**config.mk**
```make
export PLATFORM = sky130hd
export DESIGN_NAME = progpow_nonce_search
export DESIGN_NICKNAME = d
export VERILOG_FILES = /design/src/rtl/progpow_search_pkg.sv /design/src/rtl/progpow_target_cmp.sv /design/src/rtl/progpow_nonce_search.sv
export SDC_FILE = /design/constraint.sdc
export NUM_CORES = 1
export LEC_CHECK = 0
export ABC_CLOCK_PERIOD_IN_PS = 5750
export CAP_MARGIN = 40
export CORE_AREA = 8 8 274 276
export DETAILED_ROUTE_END_ITERATION = 16
export DIE_AREA = 0 0 282 284
export HOLD_SLACK_MARGIN = 0.03
export MAX_ROUTING_LAYER = met4
export PLACE_DENSITY = 0.6
export SYNTH_ARGS = -nofsm -noshare
export SYNTH_HDL_FRONTEND = slang
export SYNTH_SLANG_ARGS = --single-unit
```
**constraint.sdc**
```tcl
create_clock -name clk -period 5.75 [get_ports clk]
set_input_delay 1.15 -clock clk [delete_from_list [all_inputs] [get_ports clk]]
set_output_delay 1.15 -clock clk [all_outputs]
set_load 0.05 [all_outputs]
```
**src/rtl/progpow_search_pkg.sv**
```systemverilog
`default_nettype none
// ============================================================================
//  Module  : progpow_search_pkg
//  Brief   : Shared types and helper functions for the ProgPoW nonce search.
//  Rev     : 1.0  initial release
// ============================================================================
package progpow_search_pkg;

    typedef enum logic [1:0] {
        IDLE  = 2'd0,
        RUN   = 2'd1,
        DRAIN = 2'd2,
        DONE  = 2'd3
    } search_state_e;

    typedef logic [7:0][31:0] hash_words_t;

    function automatic logic [31:0] bswap32(input logic [31:0] w);
        return {w[7:0], w[15:8], w[23:16], w[31:24]};
    endfunction

    // Big-endian 64-bit value taken from the first two squeezed words
    function automatic logic [63:0] hash_value(input hash_words_t hw);
        return {bswap32(hw[0]), bswap32(hw[1])};
    endfunction

endpackage
`default_nettype wire

```
**src/rtl/progpow_target_cmp.sv**
```systemverilog
`default_nettype none
// ============================================================================
//  Module  : progpow_target_cmp
//  Brief   : Forms the 64-bit hash value and compares it against the target.
//  Rev     : 1.0  initial release
// ============================================================================
module progpow_target_cmp
    import progpow_search_pkg::*;
(
    input  hash_words_t hash_words,
    input  logic [63:0] target,
    output logic [63:0] hv,
    output logic        win
);

    logic [191:0] w_unused_words;

    assign hv             = hash_value(hash_words);
    assign win            = (hv <= target);
    assign w_unused_words = hash_words[7:2];

endmodule
`default_nettype wire

```
**src/rtl/progpow_nonce_search.sv**
```systemverilog
`default_nettype none
// ============================================================================
//  Module  : progpow_nonce_search
//  Brief   : Nonce-search controller around the keccak_f800 hash stage.
//            Optional PROGPOW_SEARCH_RSPCHK_EN adds in-order nonce checking.
//  Rev     : 1.0  initial release
// ============================================================================
module progpow_nonce_search
    import progpow_search_pkg::*;
#(
    parameter int MAX_OUT = 4,
    parameter int CNT_W   = 32
) (
    input  logic              clk,
    input  logic              rst,
    input  logic              start,
    input  logic [63:0]       start_nonce,
    input  logic [CNT_W-1:0]  nonce_count,
    input  logic [63:0]       target,
    input  logic              abort,
    output logic              req_valid,
    input  logic              req_ready,
    output logic [63:0]       req_nonce,
    input  logic              rsp_valid,
    input  logic [63:0]       rsp_nonce,
    input  logic [255:0]      rsp_hash,
    output logic              busy,
    output logic              done,
    output logic              found,
    output logic [63:0]       found_nonce,
    output logic [63:0]       found_hash,
    output logic [CNT_W-1:0]  hashes_done
`ifdef PROGPOW_SEARCH_RSPCHK_EN
    ,
    output logic              rsp_err
`endif
);

    localparam int                 c_out_w   = $clog2(MAX_OUT + 1);
    localparam logic [c_out_w-1:0] c_max_out = c_out_w'(MAX_OUT);
    localparam logic [c_out_w-1:0] c_out_one = c_out_w'(1);
    localparam logic [CNT_W-1:0]   c_cnt_one = CNT_W'(1);

    search_state_e      r_state;
    search_state_e      w_state_nxt;
    logic [63:0]        r_start_nonce;
    logic [63:0]        r_nonce;
    logic [CNT_W-1:0]   r_nonce_count;
    logic [CNT_W-1:0]   r_issued;
    logic [CNT_W-1:0]   r_hashes_done;
    logic [63:0]        r_target;
    logic [c_out_w-1:0] r_outstanding;
    logic               r_found;
    logic [63:0]        r_found_nonce;
    logic [63:0]        r_found_hash;

    hash_words_t        w_hash_words;
    logic [63:0]        w_hv;
    logic               w_win;
    logic               w_start;
    logic               w_req_fire;
    logic               w_rsp_take;
    logic               w_capture;
    logic [63:0]        w_exp_nonce;

    assign w_hash_words = rsp_hash;

    progpow_target_cmp u_target_cmp (
        .hash_words (w_hash_words),
        .target     (r_target),
        .hv         (w_hv),
        .win        (w_win)
    );

    // Responses with nothing outstanding (e.g. stragglers after reset) are dropped
    assign w_start     = (r_state == IDLE) && start;
    assign w_req_fire  = req_valid && req_ready;
    assign w_rsp_take  = rsp_valid && (r_outstanding != '0);
    assign w_capture   = w_rsp_take && w_win && !r_found;
    assign w_exp_nonce = r_start_nonce + 64'(r_hashes_done);

    always_ff @(posedge clk) begin
        if (rst) begin
            r_state       <= IDLE;
            r_start_nonce <= '0;
            r_nonce       <= '0;
            r_nonce_count <= '0;
            r_issued      <= '0;
            r_hashes_done <= '0;
            r_target      <= '0;
            r_outstanding <= '0;
            r_found       <= 1'b0;
            r_found_nonce <= '0;
            r_found_hash  <= '0;
        end else begin
            r_state <= w_state_nxt;
            if (w_start) begin
                r_start_nonce <= start_nonce;
                r_nonce       <= start_nonce;
                r_nonce_count <= nonce_count;
                r_target      <= target;
                r_issued      <= '0;
                r_hashes_done <= '0;
                r_found       <= 1'b0;
                r_found_nonce <= '0;
                r_found_hash  <= '0;
            end else begin
                if (w_req_fire) begin
                    r_nonce  <= r_nonce + 64'd1;
                    r_issued <= r_issued + c_cnt_one;
                end
                if (w_rsp_take) begin
                    r_hashes_done <= r_hashes_done + c_cnt_one;
                end
                if (w_capture) begin
                    r_found       <= 1'b1;
                    r_found_nonce <= w_exp_nonce;
                    r_found_hash  <= w_hv;
                end
            end
            case ({w_req_fire, w_rsp_take})
                2'b10:   r_outstanding <= r_outstanding + c_out_one;
                2'b01:   r_outstanding <= r_outstanding - c_out_one;
                default: r_outstanding <= r_outstanding;
            endcase
        end
    end

    // Issue is suppressed in the cycle a winner or abort arrives so no extra
    // request slips out behind the stop condition.
    always_comb begin
        w_state_nxt = r_state;
        req_valid   = 1'b0;
        case (r_state)
            IDLE: begin
                if (start) w_state_nxt = RUN;
            end
            RUN: begin
                req_valid = (r_issued < r_nonce_count) && (r_outstanding < c_max_out)
                            && !abort && !w_capture;
                if ((r_issued == r_nonce_count) || w_capture || abort) w_state_nxt = DRAIN;
            end
            DRAIN: begin
                if (r_outstanding == '0) w_state_nxt = DONE;
            end
            DONE: begin
                w_state_nxt = IDLE;
            end
            default: begin
                w_state_nxt = IDLE;
            end
        endcase
    end

    assign req_nonce   = r_nonce;
    assign busy        = (r_state == RUN) || (r_state == DRAIN);
    assign done        = (r_state == DONE);
    assign found       = r_found;
    assign found_nonce = r_found_nonce;
    assign found_hash  = r_found_hash;
    assign hashes_done = r_hashes_done;

`ifdef PROGPOW_SEARCH_RSPCHK_EN
    logic r_rsp_err;

    always_ff @(posedge clk) begin
        if (rst) begin
            r_rsp_err <= 1'b0;
        end else if (w_start) begin
            r_rsp_err <= 1'b0;
        end else if (w_rsp_take && (rsp_nonce != w_exp_nonce)) begin
            r_rsp_err <= 1'b1;
        end
    end

    assign rsp_err = r_rsp_err;
`else
    logic w_unused_rsp_nonce;
    assign w_unused_rsp_nonce = ^rsp_nonce;
`endif

endmodule
`default_nettype wire

```
==> results of run 1 <==
==> area by class of cell <==
| cell class | instances | area [um^2] | area share [%] |
|---|---|---|---|
| repair buffers | 498 | 4990 | 17.2 |
| well taps | 950 | 1190 | 4.09 |
| flip-flops and latches | 422 | 8450 | 29.1 |
| clock buffers | 73 | 1480 | 5.09 |
| multi-input cells | 2085 | 12100 | 41.7 |
| inverters | 139 | 522 | 1.80 |
| diodes | 9 | 22.5 | 0.0775 |
| clock inverters | 23 | 275 | 0.947 |
==> layout by cell type (no fill, tap or decap), types with 35 or more instances in the layout <==
cell type and instances:
nand2_1 639, clkdlybuf4s50_1 455, dfxtp_1 422, a21oi_1 377
nor2_1 150, inv_1 137, ha_1 137, o21ai_0 72
nand3_1 71, nor4_1 70, and3_1 57, xnor2_1 53
nand4_1 52, clkbuf_16 52, nor3_1 37, xor2_1 35
==> flip-flops by register name, indices dropped and copies added (netlist names) <==
signal / cells
found: 1
found_hash: 64
found_nonce: 64
hashes_done: 32
r_issued: 32
r_nonce_count: 32
r_outstanding: 3
r_start_nonce: 64
r_state: 2
r_target: 64
req_nonce: 64
==> through the flow <==
step | utilization (%) | instance area, um^2 | instances
2_1_floorplan | - | 21700 | 2811
3_3_place_gp | 38.5 | 27200 | 4092
3_5_place_dp | 38.6 | 27300 | 4094
4_1_cts | 41.0 | 29000 | 4190
5_1_grt | 41.1 | 29100 | 4199
6_report | 41.1 | 29100 | 4199
==> worst min path at each step <==
stage                     slack, ns                 to
after global placement         0.44     found_hash[60]
after CTS                      0.45    found_nonce[12]
after floorplan                0.44  r_nonce_count[10]
final                          0.45     found_hash[51]
after global routing           0.46     found_hash[51]
after detailed placement       0.44    found_nonce[12]
==> tightest hold or removal path, cell delays in order (launching register included) <==
cell and delay [ns]:
dfxtp_1 0.30, nand2_1 0.05, a21oi_1 0.05
==> where the power goes <==
group          switching [uW]  leakage [uW]  internal [uW]
clock                    1370      0.000865           2020
sequential                362       0.00344           3320
combinational            2240       0.00620           1110
total                    3970        0.0105           6450
==> cells by family after synthesis <==
logic type | after synthesis | share of synthesized area [%]
compound gates | 644 | 17.8
xor+xnor | 88 | 3.55
fa+ha+maj | 139 | 8.08
buf+inv | 304 | 5.38
flops | 422 | 38.9
mux | 12 | 0.553
simple gates | 1202 | 25.8
==> per-layer routing <==
layer	track usage, %	up-vias
met2	31.6	601
met4	5.12	0
met5	-	-
met3	6.85	115
met1	24.6	9831
li1	-	10600
==> flow_summary_export.csv, run 1 <==
group,metric,value,unit
status,status,"completed",
pwr,total_power,10400,uW
yosys,syn_area,21700,um^2
cts,cts-resized-gates,0,
detailed_routing,vias_per_cell,5.04,
worst_setup_path,crit_end,"req_valid",
die,die_width,282,um
placed_design,preCtsSetupSlack,0.446,ns
placed_design,io_buffers,457,
cts,cts_buffers,52,
yosys,ys_dominant_reg_cell,"dfxtp_1",
worst_setup_path,setup.worst_path.class,"in -> out",
worst_setup_path,cp-start-kind,"primary input",
detailed_routing,post_drt_wl_per_cell,19.5,um
finish,areaGrowthSynthToFinish,33.8,%
detailed_routing,dr.pass1.iters,5,
die,num_rows,98,
detailed_routing,wl_met2,36.7,mm
grt,grt_use_total,20.1,%
cts,path_clk_slew,0.06,ns
timing,worst_pin_slew,0.932,ns
worst_setup_path,crit_top_cell,"o21ai_0",
timing,fmax,0.195,GHz
grt,grt_pass1_wl,123,mm
yosys,yosysMostFrequentCell,"nand2_1",
timing,skew,0.0258,ns
detailed_routing,vias,21200,
detailed_routing,wl_met3,7.27,mm
worst_setup_path,critPathBufInv,2,
die,core_area,70800,um^2
detailed_routing,dr.first_iter.drc_count,1254,
cts,clock_latency,0.59,ns
worst_setup_path,cp_top_family,"compound AO/OA/AOI/OAI gates",
yosys,yosys.area.top_type_share,38.9,%
detailed_routing,remaining_drc_errors,0,
die,io_pins,714,
yosys,avgSynthCellArea,7.72,um^2
worst_setup_path,arrival,3.98,ns
worst_setup_path,cp.depth,11,
timing,slew_viol_final,0,
grt,grt_pass1_vias,20400,
yosys,synth_edf_count,0,
placed_design,dp_hpwl,61.6,mm
worst_setup_path,required,4.60,ns
yosys,yosys_warnings,0,
cts,post_cts_buffers,0,
finish,layout.nets,3823,
yosys,synth_common_cells,"nand2_1 (642), dfxtp_1 (422), a21oi_1 (377)",
yosys,yosys.area.top_type,"dfxtp_1",
timing,hold_ws,0.449,ns
min_path,hold_class,"reg -> reg",
yosys,seq_area_frac_synth,38.9,%
timing,finalSetupTns,0,ns
timing,setup_violations,0,
finish,drive_gt1_share,4.97,%
yosys,syn_inst,2811,
yosys,synth-seq-cells,422,
yosys,synthTopCellsByArea,"dfxtp_1 (39%), nand2_1 (11%), a21oi_1 (8.7%), ha_1 (7.9%), nor2_1 (2.6%)",
die,dieArea,80100,um^2
finish,fillers,7276,
placed_design,place.gp.congestion,0.867,
worst_setup_path,slowest_stage,"clkdlybuf4s50_1",
worst_setup_path,r2r_slack,1.84,ns
worst_setup_path,path_cells,"clkdlybuf4s50_1, ha_1, a21oi_1, o21ai_0, a221oi_1, o21ai_0, o21ai_1, o211a_1, nor2_4, and3_1, buf_4",
pwr,peakVddDrop,0.000218,V
timing,worst_slack,0.623,ns
yosys,async_reset_ff_share,0,%
worst_setup_path,timing.rr.end,"found_nonce[26]",
worst_setup_path,critPathCaptureType,"output pin",
cts,cts_tree,"built",
grt,overflow,0,
pwr,leakagePower,0.0105,uW
worst_setup_path,r2r_cells,12,
grt,grt_start_max_net_pins,81,
yosys,synth_cell_types,71,
detailed_routing,wl,81.8,mm
pwr,p_per_area,359,nW/um^2
timing,fin_crit_sh,89.2,%
worst_setup_path,worstPathMaxFanout,5,
worst_setup_path,cpPeakStageDelay,0.50,ns
grt,antenna_found_initial,12,
timing,slew_headroom,37.1,%
die,die_h,284,um
cts,clkSinkCount,422,
worst_setup_path,r2r_start,"r_target[46]",
detailed_routing,drtAntennaViolNets,0,
cts,cts_max_path_buffers,3,
detailed_routing,met1_length,35.9,mm
timing,rsz0062_at_grt,"false",
cts,holdBufCountCts,0,
min_path,holdPathStages,2,
run,max_cap_violations,0,
worst_setup_path,critPathLaunch,"rsp_hash[33]",
timing,period_needed,5.13,ns
die,initial_utilization,30.7,%
min_path,hold_path.startpoint,"found_hash[51]",
yosys,syn_nets,3436,
cts,cts-htree-levels,2,
timing,timing_hold_violations_final,0,
cts,cts_root_buf,"clkbuf_16",
detailed_routing,topRoutingLayerUsed,"met4",
No activity file was read; power rests on OpenSTA's default activity.
==> inputs of run 2 (changes only) <==
HOLD_SLACK_MARGIN = 0.08   (was 0.03)
==> results of run 2 <==
The final DEF is identical to that of run 1; final timing and power are the same.
==> inputs of run 3 (changes only) <==
ABC_CLOCK_PERIOD_IN_PS = 5100   (was 5750)
clock period = 5.1 ns   (was 5.75 ns; I/O delays follow)
==> run 3 against run 2 <==
Against the previous run:
- non-clock buffer count down 4
- sequential share of layout area grew 0.16 points
- routed wire length shrank 0.33%
- clock skew up 0.0011 ns
- register-to-register slack got worse by 0.55 ns
- critical path type unchanged
- critical path depth is the same
- total power rose by 10%
==> flow_summary_export.csv, run 3 (same netlist as run 1, synthesis figures left out) <==
group,metric,value,unit
timing,slew_headroom,37.2,%
min_path,hold_path.startpoint,"found_hash[63]",
finish,fillers,7288,
detailed_routing,vias,21100,
grt,grt_use_total,20.1,%
worst_setup_path,r2r_cells,13,
pwr,leakagePower,0.0104,uW
cts,cts_root_buf,"clkbuf_16",
grt,overflow,0,
detailed_routing,dr.pass1.iters,5,
finish,final_util,40.8,%
cts,path_clk_slew,0.05,ns
timing,fmax,0.208,GHz
worst_setup_path,required,4.08,ns
pwr,peakVddDrop,0.000250,V
worst_setup_path,r2r_slack,1.29,ns
finish,final_common_cell,"nand2_1",
cts,clock_latency,0.60,ns
detailed_routing,dr.first_iter.drc_count,1386,
placed_design,preCtsSetupSlack,0.114,ns
worst_setup_path,r2r_start,"hashes_done[0]",
cts,holdBufCountCts,0,
cts,clkSinkCount,422,
die,num_rows,98,
finish,seqCellArea,8450,um^2
detailed_routing,remaining_drc_errors,0,
grt,antenna_found_initial,14,
worst_setup_path,cp-start-kind,"primary input",
pwr,p_per_area,397,nW/um^2
grt,grt_pass1_vias,20400,
cts,cts-htree-levels,2,
finish,final_cell_mix,"nand2_1 (639), clkdlybuf4s50_1 (455), dfxtp_1 (422), a21oi_1 (377), nor2_1 (150)",
finish,drive_gt1_share,4.56,%
finish,areaGrowthSynthToFinish,33.1,%
timing,rsz0062_at_grt,"false",
finish,multi_input_comb_area,12100,um^2
min_path,hold_class,"reg -> reg",
die,initial_utilization,30.7,%
die,core_area,70800,um^2
placed_design,place.gp.congestion,0.859,
detailed_routing,wl,81.5,mm
cts,cts_buffers,51,
die,die_width,282,um
placed_design,io_buffers,457,
timing,skew,0.0269,ns
die,io_pins,714,
worst_setup_path,worstPathMaxFanout,5,
detailed_routing,drtAntennaViolNets,0,
placed_design,dp_hpwl,60.8,mm
timing,worst_pin_slew,0.930,ns
detailed_routing,post_drt_wl_per_cell,19.5,um
timing,fin_crit_sh,94.4,%
worst_setup_path,arrival,3.80,ns
detailed_routing,vias_per_cell,5.03,
grt,grt_pass1_wl,123,mm
cts,cts_tree,"built",
run,max_cap_violations,0,
status,status,"completed",
timing,slew_viol_final,0,
cts,cts_max_path_buffers,3,
worst_setup_path,setup.worst_path.class,"in -> out",
timing,timing_hold_violations_final,0,
timing,finalSetupTns,0,ns
timing,period_needed,4.82,ns
min_path,holdPathStages,2,
die,die_h,284,um
timing,worst_slack,0.284,ns
worst_setup_path,critPathCaptureType,"output pin",
grt,grt_start_max_net_pins,197,
die,dieArea,80100,um^2
timing,setup_violations,0,
worst_setup_path,timing.rr.end,"found_nonce[50]",
finish,layout.nets,3818,
min_path,hold_end,"found_hash[63]",
run 3: timing repair:
| item | CTS | global route |
|---|---|---|
| hold endpoints to repair | 0 | 0 |
| gates resized for setup | 0 | 1 |
| setup endpoints to repair | 0 | 1 |
| buffers inserted | 0 | 0 |
run 3: metrics by stage:
step | hold slack (ns) | total power (uW) | area (um^2) | std cells
4_1_cts | 0.450 | 11600 | 28800 | 4176
2_1_floorplan | 0.436 | 6550 | 21700 | 2811
3_5_place_dp | 0.443 | 8000 | 27200 | 4089
5_1_grt | 0.459 | 12100 | 28900 | 4189
6_report | 0.447 | 11500 | 28900 | 4189
3_3_place_gp | 0.437 | 7960 | 27200 | 4088
run 3: worst max-delay path: stages:
cell and delay [ns]:
clkdlybuf4s50_1 0.48, ha_1 0.34, a21oi_1 0.13, nor2_1 0.06, a211oi_1 0.19, o21ai_0 0.12
a211oi_1 0.48, o211a_2 0.44, nor2_4 0.09, and3_1 0.23, buf_4 0.21
run 3: worst max-delay path by stage:
stage | startpoint | endpoint | cells after the start
after global routing | rsp_hash[33] | req_valid | 11
after CTS | rsp_hash[49] | req_valid | 11
after global placement | rsp_hash[23] | r_issued[18] | 10
after floorplan | rsp_hash[22] | req_valid | 10
final | rsp_hash[49] | req_valid | 11
after detailed placement | rsp_hash[49] | req_valid | 11
run 3: layout make-up:
class / count / area share, %
multi-input combinational: 2085 / 42.0
sequential: 422 / 29.2
timing repair buffer: 494 / 17.2
clock buffer: 75 / 5.11
tap: 950 / 4.11
inverter: 139 / 1.81
clock inverter: 12 / 0.485
antenna: 12 / 0.104
run 3: per-layer routing:
layer	global-route usage, %	up-vias	wire length [um]
li1	-	10600	-
met2	31.0	563	36500
met4	4.90	0	1930
met5	-	-	0
met3	6.95	110	7150
met1	25.0	9764	36000
run 3: power by group:
part	total (uW)	switching, uW	internal (uW)
clock network	3590	1490	2090
registers	4150	406	3740
logic	3740	2510	1230
total	11500	4410	7060
